`config.mk`:
```
export PLATFORM = sky130hd
export DESIGN_NAME = sevseg_capture
export DESIGN_NICKNAME = d
export VERILOG_FILES = /design/src/rtl/sevseg_capture.sv
export SDC_FILE = /design/constraint.sdc
export NUM_CORES = 1
export LEC_CHECK = 0
export ABC_AREA = 1
export BUFFER_PORTS_ARGS = -buffer_cell sky130_fd_sc_hd__buf_4
export CAP_MARGIN = 10
export CORE_MARGIN = 2
export CORE_UTILIZATION = 35
export CTS_CLUSTER_DIAMETER = 120
export DETAILED_ROUTE_END_ITERATION = 10
export GPL_TIMING_DRIVEN = 0
export HOLD_SLACK_MARGIN = 0.06
export PLACE_DENSITY = 0.5
export SLEW_MARGIN = 20
export SYNTH_ARGS = -nofsm -noshare
export SYNTH_HDL_FRONTEND = slang
export SYNTH_SLANG_ARGS = --single-unit
```
`constraint.sdc`:
```
create_clock -name clk -period 5.25 [get_ports clk]
set_input_delay 0.2625 -clock clk [delete_from_list [all_inputs] [get_ports clk]]
set_output_delay 0.2625 -clock clk [all_outputs]
set_load 0.01 [all_outputs]
```
`src/rtl/sevseg_capture.sv`:
```
// rtl/sevseg_capture.sv - rebuilds displayed BCD digits from a multiplexed seven-segment scan
module sevseg_capture #(
    parameter int SETTLE          = 4,
    parameter int TIMEOUT         = 1024,
    parameter bit SCAN_ACTIVE_LOW = 1'b1,
    parameter bit SEG_ACTIVE_LOW  = 1'b1
) (
    input  logic       clk,
    input  logic       rst,
    input  logic [3:0] scan,
    input  logic [6:0] seg,
    output logic [3:0] right_one,
    output logic [3:0] right_ten,
    output logic [3:0] left_one,
    output logic [3:0] left_ten,
    output logic       frame_valid,
    output logic       frame_err,
    output logic       frame_changed,
    output logic       stalled
);
    localparam logic [3:0]  SCAN_INV    = SCAN_ACTIVE_LOW ? 4'hF : 4'h0;
    localparam logic [6:0]  SEG_INV     = SEG_ACTIVE_LOW ? 7'h7F : 7'h00;
    localparam logic [3:0]  SETTLE_CNT  = 4'(SETTLE);
    localparam logic [15:0] TIMEOUT_CNT = 16'(TIMEOUT);

    typedef enum logic [1:0] {ST_IDLE, ST_SETTLE, ST_HOLD} state_t;

    state_t      state, state_n;
    logic [3:0]  scan_q, scan_p;
    logic [6:0]  seg_q, seg_p;
    logic [3:0]  cnt, cnt_n;
    logic [3:0]  seen, seen_n, inv, inv_n;
    logic [3:0]  slot   [4];
    logic [3:0]  slot_n [4];
    logic [15:0] tcnt, tcnt_n;
    logic [3:0]  scan_n;
    logic [6:0]  seg_n;
    logic        scan_legal, scan_changed, any_changed;
    logic        capture, frame_done, timed_out, digits_differ;
    logic [1:0]  sel;
    logic        dec_ok;
    logic [3:0]  dec_digit;

    assign scan_n       = scan_q ^ SCAN_INV;
    assign seg_n        = seg_q ^ SEG_INV;
    assign scan_legal   = (scan_n != 4'b0) && ((scan_n & (scan_n - 4'd1)) == 4'b0);
    assign scan_changed = (scan_q != scan_p);
    assign any_changed  = scan_changed || (seg_q != seg_p);

    always_comb begin
        dec_ok    = 1'b1;
        dec_digit = 4'd0;
        case (seg_n)
            7'h3F:   dec_digit = 4'd0;
            7'h06:   dec_digit = 4'd1;
            7'h5B:   dec_digit = 4'd2;
            7'h4F:   dec_digit = 4'd3;
            7'h66:   dec_digit = 4'd4;
            7'h6D:   dec_digit = 4'd5;
            7'h7D:   dec_digit = 4'd6;
            7'h07:   dec_digit = 4'd7;
            7'h7F:   dec_digit = 4'd8;
            7'h6F:   dec_digit = 4'd9;
            default: dec_ok    = 1'b0;
        endcase
    end

    always_comb begin
        case (scan_n)
            4'b0010: sel = 2'd1;
            4'b0100: sel = 2'd2;
            4'b1000: sel = 2'd3;
            default: sel = 2'd0;
        endcase
    end

    // Dwell tracking: cnt_n is the length of the current stable run of scan_q/seg_q.
    always_comb begin
        state_n = state;
        cnt_n   = cnt;
        capture = 1'b0;
        case (state)
            ST_IDLE: begin
                if (scan_legal) begin
                    state_n = ST_SETTLE;
                    cnt_n   = 4'd1;
                end
            end
            ST_SETTLE: begin
                if (!scan_legal) begin
                    state_n = ST_IDLE;
                    cnt_n   = 4'd0;
                end else if (any_changed) begin
                    cnt_n = 4'd1;
                end else begin
                    cnt_n = cnt + 4'd1;
                end
            end
            ST_HOLD: begin
                if (!scan_legal) begin
                    state_n = ST_IDLE;
                    cnt_n   = 4'd0;
                end else if (scan_changed) begin
                    state_n = ST_SETTLE;
                    cnt_n   = 4'd1;
                end
            end
            default: begin
                state_n = ST_IDLE;
                cnt_n   = 4'd0;
            end
        endcase
        if (state_n == ST_SETTLE && cnt_n == SETTLE_CNT) begin
            capture = 1'b1;
            state_n = ST_HOLD;
        end
    end

    always_comb begin
        seen_n = seen;
        inv_n  = inv;
        for (int i = 0; i < 4; i++) slot_n[i] = slot[i];
        if (capture) begin
            seen_n[sel] = 1'b1;
            inv_n[sel]  = !dec_ok;
            slot_n[sel] = dec_digit;
        end
        frame_done    = capture && (seen_n == 4'hF);
        digits_differ = {slot_n[3], slot_n[2], slot_n[1], slot_n[0]} !=
                        {left_ten, left_one, right_ten, right_one};
        if (capture)
            tcnt_n = 16'd0;
        else if (tcnt == TIMEOUT_CNT)
            tcnt_n = tcnt;
        else
            tcnt_n = tcnt + 16'd1;
        timed_out = (tcnt_n == TIMEOUT_CNT);
    end

    always_ff @(posedge clk) begin
        if (rst) begin
            state         <= ST_IDLE;
            cnt           <= 4'd0;
            scan_q        <= SCAN_INV;
            scan_p        <= SCAN_INV;
            seg_q         <= SEG_INV;
            seg_p         <= SEG_INV;
            seen          <= 4'b0;
            inv           <= 4'b0;
            tcnt          <= 16'd0;
            for (int i = 0; i < 4; i++) slot[i] <= 4'd0;
            right_one     <= 4'd0;
            right_ten     <= 4'd0;
            left_one      <= 4'd0;
            left_ten      <= 4'd0;
            frame_valid   <= 1'b0;
            frame_err     <= 1'b0;
            frame_changed <= 1'b0;
            stalled       <= 1'b0;
        end else begin
            scan_q        <= scan;
            scan_p        <= scan_q;
            seg_q         <= seg;
            seg_p         <= seg_q;
            state         <= state_n;
            cnt           <= cnt_n;
            tcnt          <= tcnt_n;
            stalled       <= timed_out;
            for (int i = 0; i < 4; i++) slot[i] <= slot_n[i];
            frame_valid   <= 1'b0;
            frame_err     <= 1'b0;
            frame_changed <= 1'b0;
            if (frame_done) begin
                seen <= 4'b0;
                inv  <= 4'b0;
                if (inv_n == 4'b0) begin
                    right_one     <= slot_n[0];
                    right_ten     <= slot_n[1];
                    left_one      <= slot_n[2];
                    left_ten      <= slot_n[3];
                    frame_valid   <= 1'b1;
                    frame_changed <= digits_differ;
                end else begin
                    frame_err <= 1'b1;
                end
            end else if (timed_out) begin
                // Stalled scan: drop whatever partial frame was collected.
                seen <= 4'b0;
                inv  <= 4'b0;
            end else begin
                seen <= seen_n;
                inv  <= inv_n;
            end
        end
    end
endmodule

```
==> metrics.md, run 1 <==
| Metric | Value |
|---|---|
| Type of element launching the critical path | flip-flop |
| Syn. warnings | 0 |
| Vias | 4234 |
| Max transition margin | 0.377 |
| Max VDD drop | 0.000207 V |
| Shortest clock period the worst path allows after layout | 3.03 ns |
| Final count of hold timing violations | 0 |
| Worst endpoint data arrival time | 3.28 ns |
| Global-route wire length before repair | 19800 um |
| Initial Util | 0.361 |
| Syn Inst Count | 676 |
| Die Span X | 119 um |
| Height of the die | 119 um |
| Final max-slew violation count | 0 |
| Buffer cell driving the clock tree root | sky130_fd_sc_hd__clkbuf_16 |
| Average instance area after synthesis | 6.79 sq um |
| Estimated wirelength of the detail-placed design | 8810 um |
| Detailed Routing Iterations Pass 1 | 5 |
| Start point of the worst min-delay path | scan[1] |
| Worst clock skew | 0.00620 ns |
| Setup Viol. Count Final | 0 |
| Quantity of gates resized following cts | 0 |
| Fraction of the mapped netlist area in compound gates | 0.0790 |
| Layout cell share with drive strength beyond 1 | 0.156 |
| Cell occurring most often along the worst timing path | sky130_fd_sc_hd__nor2_1 |
| Setup TNS | 0 ns |
| Simple-gate share of the synthesized area | 0.400 |
| Worst setup slack for register-to-register paths | 2.22 ns |
| Yosys top cell area share | 0.384 |
| Share of synthesized flip-flops with an asynchronous set or reset | 0 |
| Leak | 0.00251 uW |
| Count of buffers added by post-CTS timing repair for setup | 0 |
| Fin nets | 734 |
| Actual transition at the worst max-transition pin | 0.927 ns |
| Number of fill cells | 1403 |
| Status | finished clean |
| Setup repair after global routing missed its margin | false |
| Iter 0 DRT Violations | 212 |
| Maximum achievable frequency | 330 MHz |
| Kind of critical path | flip-flop to flip-flop |
| Initial antenna violation count | 0 |
| Commonest non-fill, non-tap cell in the layout | sky130_fd_sc_hd__nand2_1 |
| Critical-path maximum fanout | 10 |
| Gpl congestion | 0.847 |
| Critical Path Sink Type | flip-flop |
| Clock tree from TritonCTS | yes |
| Count of input and output buffers | 31 |
| Number of gates on the worst path with buffers counted | 15 |
| Portion of the post-synthesis area used by sequential elements | 0.384 |
| Main combinational cell family by area after synthesis | simple AND/OR/NAND/NOR gates |
| Hold buffers post-CTS | 0 |
| Overall track demand over capacity in global routing | 0.178 |
| Detailed-route wire length per cell | 13.2 um |
| Syn_nets | 692 |
| Longest Clk Path Bufs | 2 |
| Share of the cycle needed by the critical path after routing | 0.578 |
| CTS sink cnt | 88 |
| HP Class | input port to flip-flop |
| Vias in the first global route | 3962 |
| Grt ovf | 0 |
| Largest incremental delay on the critical path | 0.72 ns |
| Leading cell types in the layout, fill and taps excluded | sky130_fd_sc_hd__nand2_1 (189), sky130_fd_sc_hd__dfxtp_1 (88), sky130_fd_sc_hd__inv_1 (74), sky130_fd_sc_hd__nand3_1 (74), sky130_fd_sc_hd__nor2_1 (64) |
| # H-tree levels | 3 |
| Share of synthesized area spent on multiplexers | 0 |
| Final Total Pwr | 1420 uW |
| Area of the die | 14100 sq um |
| Num rows | 41 |
| Post-synthesis xor/xnor area fraction | 0.0400 |
| Area growth from synthesis to layout | 15.9% |
| Number of distinct standard cells referenced by the synthesized netlist | 34 |
| Number of synthesized flops with an enable pin | 0 |
| Total wirelength of the detailed-routed design | 11800 um |
| Number of ports placed on the die boundary | 33 |
| Critical register-to-register path endpoint | right_ten[3] |
| DRC violation count after routing | 0 |
| Number of vias per cell | 4.73 |
| ANT cells | 0 |
| Worst Path Required | 5.49 ns |
| Number of clock buffers inserted by TritonCTS | 9 |
| Yosys reg bits | 88 |
| Core Area | 12700 sq um |
| Post-Route Utilization | 0.418 |
| Hold Path Stages | 2 |
| Ordered list of cells on the worst path | nor2_1 > nand2_1 > nor3_1 > nor2_1 > nand2_1 > nor2_1 > o21ai_0 > nand2_1 > o21ai_1 > nand2_2 > nor2_8 > nand2_4 > buf_6 > a21oi_2 > nor2_1 |
| Pwr Density | 267 nW/um^2 |
| Largest area contributor in the synthesized netlist | sky130_fd_sc_hd__dfxtp_1 |
| Main area contributors after synthesis | sky130_fd_sc_hd__dfxtp_1 (38%), sky130_fd_sc_hd__nand2_1 (15%), sky130_fd_sc_hd__nand3_1 (8.1%) |
| Worst r2r path cells | 15 |
| Worst-Skew Late Latency | 0.34 ns |
| Kind of cell with the highest combined delay on the critical path | simple AND/OR/NAND/NOR gates |
| Largest net degree at the start of global routing | 14 |
| CP Buf/Inv Count | 1 |
| CP max stage cell | sky130_fd_sc_hd__nor3_1 |
| Post-synthesis instance area | 4590 sq um |
| Start of the worst register-to-register path | seg_q[3] |
| Destination of the worst hold path | scan_q[1] |
| Clock edge transition at the registers on the reported setup and hold paths | 0.06 ns |
| Max Cap Violations | 0 |
| Fraction of the mapped netlist area in adder cells | 0.00817 |
| Most common flop cell mapped by yosys | sky130_fd_sc_hd__dfxtp_1 |
| Antenna viol nets, final | 0 |
## where the power goes
group,switching [uW],internal (uW)
Sequential,9.55,679
Clock,260,369
Combinational,68.8,34.5
Total,338,1080
## cell usage after synthesis (4+ instances only)
cell                       number
sky130_fd_sc_hd__nand2_1      189
sky130_fd_sc_hd__dfxtp_1       88
sky130_fd_sc_hd__inv_1         74
sky130_fd_sc_hd__nand3_1       74
sky130_fd_sc_hd__nor2_1        64
sky130_fd_sc_hd__a21oi_1       22
sky130_fd_sc_hd__o21ai_0       15
sky130_fd_sc_hd__or2_2         14
sky130_fd_sc_hd__nor3_1        13
sky130_fd_sc_hd__xor2_1        13
sky130_fd_sc_hd__nand2_2       12
sky130_fd_sc_hd__a21oi_2       11
sky130_fd_sc_hd__nand4_1       10
sky130_fd_sc_hd__clkbuf_1       9
sky130_fd_sc_hd__nor4_1         8
sky130_fd_sc_hd__xnor2_1        8
sky130_fd_sc_hd__inv_2          6
sky130_fd_sc_hd__a31oi_1        5
sky130_fd_sc_hd__nand3b_1       5
sky130_fd_sc_hd__nor2_2         5
sky130_fd_sc_hd__buf_2          4
sky130_fd_sc_hd__o21ai_2        4
## state kept, by name, indices dropped and copies added, names as in the netlist, 4 cells and up
name       flops
cnt            4
seg_p          7
tcnt          16
right_ten      4
scan_q         4
seen           4
seg_q          7
right_one      4
left_one       4
left_ten       4
scan_p         4
slot          16
inv            4
## kinds of logic after synthesis
group | Yosys count
fa+ha+maj | 3
buf+inv | 101
flops | 88
compound gates | 60
simple gates | 403
xor+xnor | 21
## per-stage QoR
step / setup slack [ns] / area [sq um] / hold WS, ns / instances
6_report: 2.22 / 5320 / 0.100 / 895
4_1_cts: 2.17 / 5320 / 0.0856 / 895
2_1_floorplan: 2.89 / 4590 / 0.366 / 676
3_5_place_dp: 2.23 / 5040 / 0.441 / 879
5_1_grt: 1.98 / 5320 / 0.0777 / 895
3_3_place_gp: 2.26 / 5040 / 0.434 / 879
## routing by layer
metal  part of all wire  track usage  up-vias
met2               0.46        0.282       72
met3              0.048       0.0483        4
met1               0.49        0.238     1923
li1                   -            -     2235
met5                  0            0        -
met4             0.0081       0.0461        0
## how the worst max path moves through the flow
stage	from	end	slack, ns
5_1_grt	seg_q[3]	right_ten[3]	1.98
2_1_floorplan	scan_q[3]	right_ten[3]	2.89
3_3_place_gp	seg_q[3]	right_ten[3]	2.26
4_1_cts	seg_q[3]	right_ten[3]	2.17
6_report	seg_q[3]	right_ten[3]	2.22
3_5_place_dp	seg_q[3]	right_ten[3]	2.23
## layout make-up
| cell class | instances | area [sq um] | area share |
|---|---|---|---|
| multi-input cells | 487 | 2420 | 0.455 |
| flip-flops and latches | 88 | 1760 | 0.331 |
| inverters | 83 | 313 | 0.0588 |
| clock buffers | 13 | 240 | 0.0451 |
| repair buffers | 31 | 233 | 0.0437 |
| well taps | 172 | 215 | 0.0404 |
| plain buffers | 18 | 98.8 | 0.0186 |
| clock inverters | 3 | 42.5 | 0.00799 |
No activity file was read; power rests on OpenSTA's default activity.
==> inputs of run 2 (changes only) <==
Settings changed: PLACE_DENSITY 0.5 to 0.52.
Clock period 5.25 ns to 2.75 ns, I/O delays scaled along.
==> run 2 against run 1 <==
Maximum frequency increased by 11%. Worst setup slack worse by 2.2 ns. Final area up 13%. Die area did not move. Wire length rose by 6.7%. Register-to-register slack got worse by 2.2 ns. Clock skew hardly changed. Hold slack better by 0.31 ns. Sequential share of layout area down 3.4 points. Cell count is 4.4% higher. Highest routed layer unchanged.
==> metrics.md, run 2 (synthesized netlist as in run 1, its figures left out) <==
| Metric | Value |
|---|---|
| Status | finished clean |
| Shortest clock period the worst path allows after layout | 2.73 ns |
| Number of ports placed on the die boundary | 33 |
| Met3 track utilization from global routing | 0.0270 |
| Commonest non-fill, non-tap cell in the layout | sky130_fd_sc_hd__nand2_1 |
| Initial Util | 0.361 |
| Detailed Routing Iterations Pass 1 | 5 |
| Detailed-route wire length per cell | 13.5 um |
| Die Span X | 119 um |
| Max Cap Violations | 0 |
| Buffer cell driving the clock tree root | sky130_fd_sc_hd__clkbuf_16 |
| Iter 0 DRT Violations | 285 |
| Net Sw Frac | 0.254 |
| # H-tree levels | 3 |
| Num rows | 41 |
| Fin nets | 773 |
| Portion of total power attributed to the clock network | 0.422 |
| Setup repair after global routing missed its margin | true |
| Area of the multi-input gates | 2680 sq um |
| Vias | 4514 |
| Critical-path maximum fanout | 6 |
| CTS sink cnt | 88 |
| Estimated wirelength of the detail-placed design | 8980 um |
| Initial antenna violation count | 0 |
| HP Class | input port to flip-flop |
| P_sw | 690 uW |
| Gpl congestion | 0.827 |
| Total wirelength of the detailed-routed design | 12600 um |
| Critical register-to-register path endpoint | right_ten[3] |
| Global-route wire length before repair | 20600 um |
| ANT cells | 0 |
| Worst setup slack for register-to-register paths | 0.02 ns |
| Grt ovf | 0 |
| Setup Viol. Count Final | 0 |
| Share of the cycle needed by the critical path after routing | 0.992 |
| Largest net degree at the start of global routing | 15 |
| P_int | 2030 uW |
| Height of the die | 119 um |
| Sequential Power Share | 0.484 |
| Post-Route Utilization | 0.472 |
| Pwr Density | 453 nW/um^2 |
| Final count of hold timing violations | 0 |
| Critical Path Sink Type | flip-flop |
| Max transition margin | 0.385 |
| Leading cell types in the layout, fill and taps excluded | sky130_fd_sc_hd__nand2_1 (176), sky130_fd_sc_hd__dfxtp_1 (79), sky130_fd_sc_hd__inv_1 (69) |
| Type of element launching the critical path | flip-flop |
| Actual transition at the worst max-transition pin | 0.915 ns |
| Part of the total power dissipated in combinational logic | 0.094 |
| Area occupied by registers | 1780 sq um |
| Worst clock skew | 0.00575 ns |
| Overall track demand over capacity in global routing | 0.183 |
| Clock tree from TritonCTS | yes |
| Final max-slew violation count | 0 |
| Global routing usage on met2 | 0.305 |
| Most Used Layer, Global Route | met2 |
| Worst Path Required | 2.99 ns |
| Clock edge transition at the registers on the reported setup and hold paths | 0.06 ns |
| Vias in the first global route | 4296 |
| Area of the die | 14100 sq um |
| Worst endpoint data arrival time | 2.97 ns |
| Termination of the worst setup path | right_ten[3] |
| Antenna viol nets, final | 0 |
| Final Total Pwr | 2720 uW |
| Number of vias per cell | 4.83 |
| Worst hold-check slack | 0.405 ns |
| Start of the worst register-to-register path | scan_q[1] |
| Worst r2r path cells | 21 |
| Leak | 0.00278 uW |
| Registers with the highest flip-flop counts | slot x16, tcnt x16 |
| Longest Clk Path Bufs | 2 |
| Count of input and output buffers | 31 |
| DRC violation count after routing | 0 |
| Layout cell share with drive strength beyond 1 | 0.259 |
| Setup TNS | 0 ns |
| Worst-Skew Late Latency | 0.35 ns |
| Met1 Resource Use GR | 0.240 |
| Worst setup path start | scan_q[1] |
| Core Area | 12700 sq um |
| Kind of critical path | flip-flop to flip-flop |
| Area growth from synthesis to layout | 30.8% |
| Maximum achievable frequency | 366 MHz |
| Number of clock buffers inserted by TritonCTS | 9 |
| Max VDD drop | 0.000250 V |
| Number of fill cells | 1337 |
## run 2: cell types whose count changed in the layout (fill, tap and decap cells not counted), sizes merged
cell,delta
clkbuf,-1
inv,+2
dlygate4sd3,+11
bufinv,-1
buf,+28
## run 2: worst max-delay path: stages (launching register included)
cell	delay, ns
sky130_fd_sc_hd__dfxtp_2	0.32
sky130_fd_sc_hd__buf_6	0.13
sky130_fd_sc_hd__xnor2_2	0.13
sky130_fd_sc_hd__nand2_2	0.11
sky130_fd_sc_hd__nor3_4	0.21
sky130_fd_sc_hd__nand2_1	0.07
sky130_fd_sc_hd__nand2_1	0.11
sky130_fd_sc_hd__nand2_4	0.08
sky130_fd_sc_hd__nand2_4	0.09
sky130_fd_sc_hd__nand2_4	0.05
sky130_fd_sc_hd__nor2_4	0.19
sky130_fd_sc_hd__buf_12	0.15
sky130_fd_sc_hd__nand2_8	0.06
sky130_fd_sc_hd__inv_4	0.08
sky130_fd_sc_hd__nand2_2	0.05
sky130_fd_sc_hd__o21ai_2	0.09
sky130_fd_sc_hd__nand2_2	0.11
sky130_fd_sc_hd__nor2_8	0.19
sky130_fd_sc_hd__nand2_8	0.10
sky130_fd_sc_hd__buf_12	0.15
sky130_fd_sc_hd__a21oi_2	0.10
sky130_fd_sc_hd__nor2_1	0.05
## run 2: worst min-delay path by stage
| stage | depth (start not counted) | end | start |
|---|---|---|---|
| final | 4 | inv[3] | rst |
| after global routing | 4 | inv[2] | rst |
| after CTS | 4 | inv[3] | rst |
| after detailed placement | 2 | seg_q[5] | seg[5] |
| after global placement | 2 | seg_q[5] | seg[5] |
| after floorplan | 1 | scan_q[0] | scan[0] |
## run 2: layer usage
layer	up-vias	wire length (um)
met4	0	280
met5	-	0
met2	92	6010
li1	2329	-
met3	17	569
met1	2076	5730
## run 2: per-stage QoR
step	setup WS (ns)	area, sq um	instances
after floorplan	0.391	4590	676
after global placement	-0.224	5040	879
after detailed placement	-0.192	5040	879
after CTS	0.0188	5530	912
after global routing	-0.138	6010	934
final	0.0213	6010	934
## run 2: timing repair
| action | 4_1_cts | 5_1_grt |
|---|---|---|
| gates resized for setup | 14 | 84 |
| setup endpoints to repair | 27 | 27 |
| endpoints found under the hold margin | 11 | 0 |
| setup buffers | 7 | 22 |
| hold buffers | 11 | 0 |
| gates cloned | 0 | 1 |
| pin swaps | 5 | 34 |
## run 2: cell type report
| cell class | instances | area share |
|---|---|---|
| multi-input cells | 487 | 0.447 |
| inverters | 83 | 0.0523 |
| clock buffers | 12 | 0.0410 |
| flip-flops and latches | 88 | 0.296 |
| plain buffers | 17 | 0.0219 |
| well taps | 172 | 0.0358 |
| repair buffers | 71 | 0.101 |
| clock inverters | 4 | 0.00500 |
## run 2: power groups by stage
stage          clock (uW)  sequential [uW]  combinational (uW)
4_1_cts              1180             1320                 216
5_1_grt              1240             1320                 288
2_1_floorplan           0             1340                 143
3_3_place_gp            0             1340                 194
3_5_place_dp            0             1340                 197
6_report             1150             1320                 257
==> inputs of run 3 (changes only) <==
Settings changed: BUFFER_PORTS_ARGS -buffer_cell sky130_fd_sc_hd__buf_4 to -buffer_cell sky130_fd_sc_hd__buf_2, CTS_BUF_LIST set to sky130_fd_sc_hd__clkbuf_8 sky130_fd_sc_hd__clkbuf_16, SKIP_CTS_REPAIR_TIMING set to 1.
==> run 3 against run 2 <==
Maximum frequency rose by 1.7%. Sequential cell count unchanged. Wire length is 1.3% lower. Critical path type unchanged.
==> metrics.md, run 3 (synthesized netlist as in run 1, its figures left out) <==
| Metric | Value |
|---|---|
| Status | finished clean |
| Critical Path Sink Type | flip-flop |
| Iter 0 DRT Violations | 224 |
| Max VDD drop | 0.000359 V |
| Kind of critical path | flip-flop to flip-flop |
| Setup TNS | 0 ns |
| Setup repair after global routing missed its margin | true |
| Area growth from synthesis to layout | 29.5% |
| Setup Viol. Count Final | 0 |
| Worst hold-check slack | 0.375 ns |
| Final count of hold timing violations | 0 |
| Layout cell share with drive strength beyond 1 | 0.258 |
| Largest net degree at the start of global routing | 16 |
| Shortest clock period the worst path allows after layout | 2.68 ns |
| Num rows | 41 |
| Final Total Pwr | 2990 uW |
| Detailed Routing Iterations Pass 1 | 5 |
| Leak | 0.00278 uW |
| Initial Util | 0.361 |
| Buffer cell driving the clock tree root | sky130_fd_sc_hd__clkbuf_16 |
| # H-tree levels | 3 |
| Estimated wirelength of the detail-placed design | 8880 um |
| Max transition margin | 0.362 |
| Count of input and output buffers | 31 |
| Number of ports placed on the die boundary | 33 |
| Fin nets | 768 |
| Die Span X | 119 um |
| Max Cap Violations | 0 |
| Critical-path maximum fanout | 8 |
| HP Class | input port to flip-flop |
| Worst endpoint data arrival time | 2.93 ns |
| Leading cell types in the layout, fill and taps excluded | sky130_fd_sc_hd__nand2_1 (175), sky130_fd_sc_hd__dfxtp_1 (77), sky130_fd_sc_hd__nand3_1 (69) |
| Clock tree from TritonCTS | yes |
| Gpl congestion | 0.825 |
| Detailed-route wire length per cell | 13.4 um |
| Actual transition at the worst max-transition pin | 0.949 ns |
| CTS sink cnt | 88 |
| Global-route wire length before repair | 19800 um |
| DRC violation count after routing | 0 |
| Vias in the first global route | 4133 |
| Grt ovf | 0 |
| Initial antenna violation count | 0 |
| Clock edge transition at the registers on the reported setup and hold paths | 0.07 ns |
| Worst slack, placed | -0.203 ns |
| Number of clock buffers inserted by TritonCTS | 9 |
| Vias | 4456 |
| Worst setup slack after layout | 0.0658 ns |
| Total wirelength of the detailed-routed design | 12400 um |
| Area of the die | 14100 sq um |
| Pwr Density | 502 nW/um^2 |
| Post-Route Utilization | 0.468 |
| Maximum achievable frequency | 373 MHz |
| Number of vias per cell | 4.80 |
| Share of the cycle needed by the critical path after routing | 0.976 |
| Worst Path Required | 3.00 ns |
| Worst-Skew Late Latency | 0.35 ns |
| Worst clock skew | 0.00800 ns |
| Height of the die | 119 um |
| ANT cells | 0 |
| Commonest non-fill, non-tap cell in the layout | sky130_fd_sc_hd__nand2_1 |
| Antenna viol nets, final | 0 |
| Registers with the highest flip-flop counts | slot x16, tcnt x16 |
| Longest Clk Path Bufs | 2 |
| Type of element launching the critical path | flip-flop |
| Final max-slew violation count | 0 |
| Overall track demand over capacity in global routing | 0.176 |
| Core Area | 12700 sq um |
| Worst setup slack for register-to-register paths | 0.07 ns |
==> run 3: cell types whose count changed in the layout (fill, tap and decap cells not counted), sizes merged <==
cell	before	now
buf	68	63
bufinv	0	3
clkbuf	21	18
clkinv	4	5
inv	82	81
==> run 3: stage by stage <==
stage | std cells | cell area, sq um
2_1_floorplan | 676 | 4590
3_3_place_gp | 879 | 4960
3_5_place_dp | 879 | 4960
4_1_cts | 895 | 5310
5_1_grt | 929 | 5950
6_report | 929 | 5950
==> run 3: layout make-up <==
type,instances,area (sq um)
clock inverter,7,120
buffer,18,135
sequential,88,1790
tap,172,215
multi-input combinational,487,2690
clock buffer,9,225
fill,1376,6770
timing repair buffer,65,455
inverter,83,318
==> run 3: final timing paths <==
check	cells past startpoint	to	from
max	21	right_ten[3]	scan_q[1]
min	4	seen[0]	rst
max reg2reg	21	right_ten[3]	scan_q[1]
min reg2reg	2	seg_p[0]	seg_q[0]
==> run 3: where the power goes <==
group	total, uW	internal [uW]	switching (uW)
clock	1430	889	537
combinational	246	88.1	157
sequential	1320	1290	21.8
total	2990	2270	716
==> run 3: per-layer routing <==
layer / vias to the layer above / GRT usage / wire length [um]
li1: 2312 / - / -
met1: 2050 / 0.226 / 5980
met3: 18 / 0.0338 / 418
met4: 0 / 0.0670 / 235
met2: 76 / 0.293 / 5800
met5: - / 0 / 0
==> run 3: worst max-delay path, stage by stage (launching register included) <==
cell,delay (ns)
sky130_fd_sc_hd__dfxtp_2,0.32
sky130_fd_sc_hd__buf_6,0.12
sky130_fd_sc_hd__inv_2,0.04
sky130_fd_sc_hd__nand2_1,0.05
sky130_fd_sc_hd__nand4_1,0.13
sky130_fd_sc_hd__nand2_2,0.19
sky130_fd_sc_hd__nand2_4,0.09
sky130_fd_sc_hd__nand3_4,0.07
sky130_fd_sc_hd__inv_2,0.05
sky130_fd_sc_hd__nor2_4,0.10
sky130_fd_sc_hd__nand2_2,0.08
sky130_fd_sc_hd__nor2_4,0.28
sky130_fd_sc_hd__nand2_4,0.11
sky130_fd_sc_hd__inv_4,0.09
sky130_fd_sc_hd__nand2_2,0.05
sky130_fd_sc_hd__o21ai_2,0.09
sky130_fd_sc_hd__nand2_2,0.11
sky130_fd_sc_hd__nor2_8,0.19
sky130_fd_sc_hd__nand2_8,0.11
sky130_fd_sc_hd__buf_12,0.16
sky130_fd_sc_hd__a21oi_4,0.10
sky130_fd_sc_hd__nor2_1,0.05
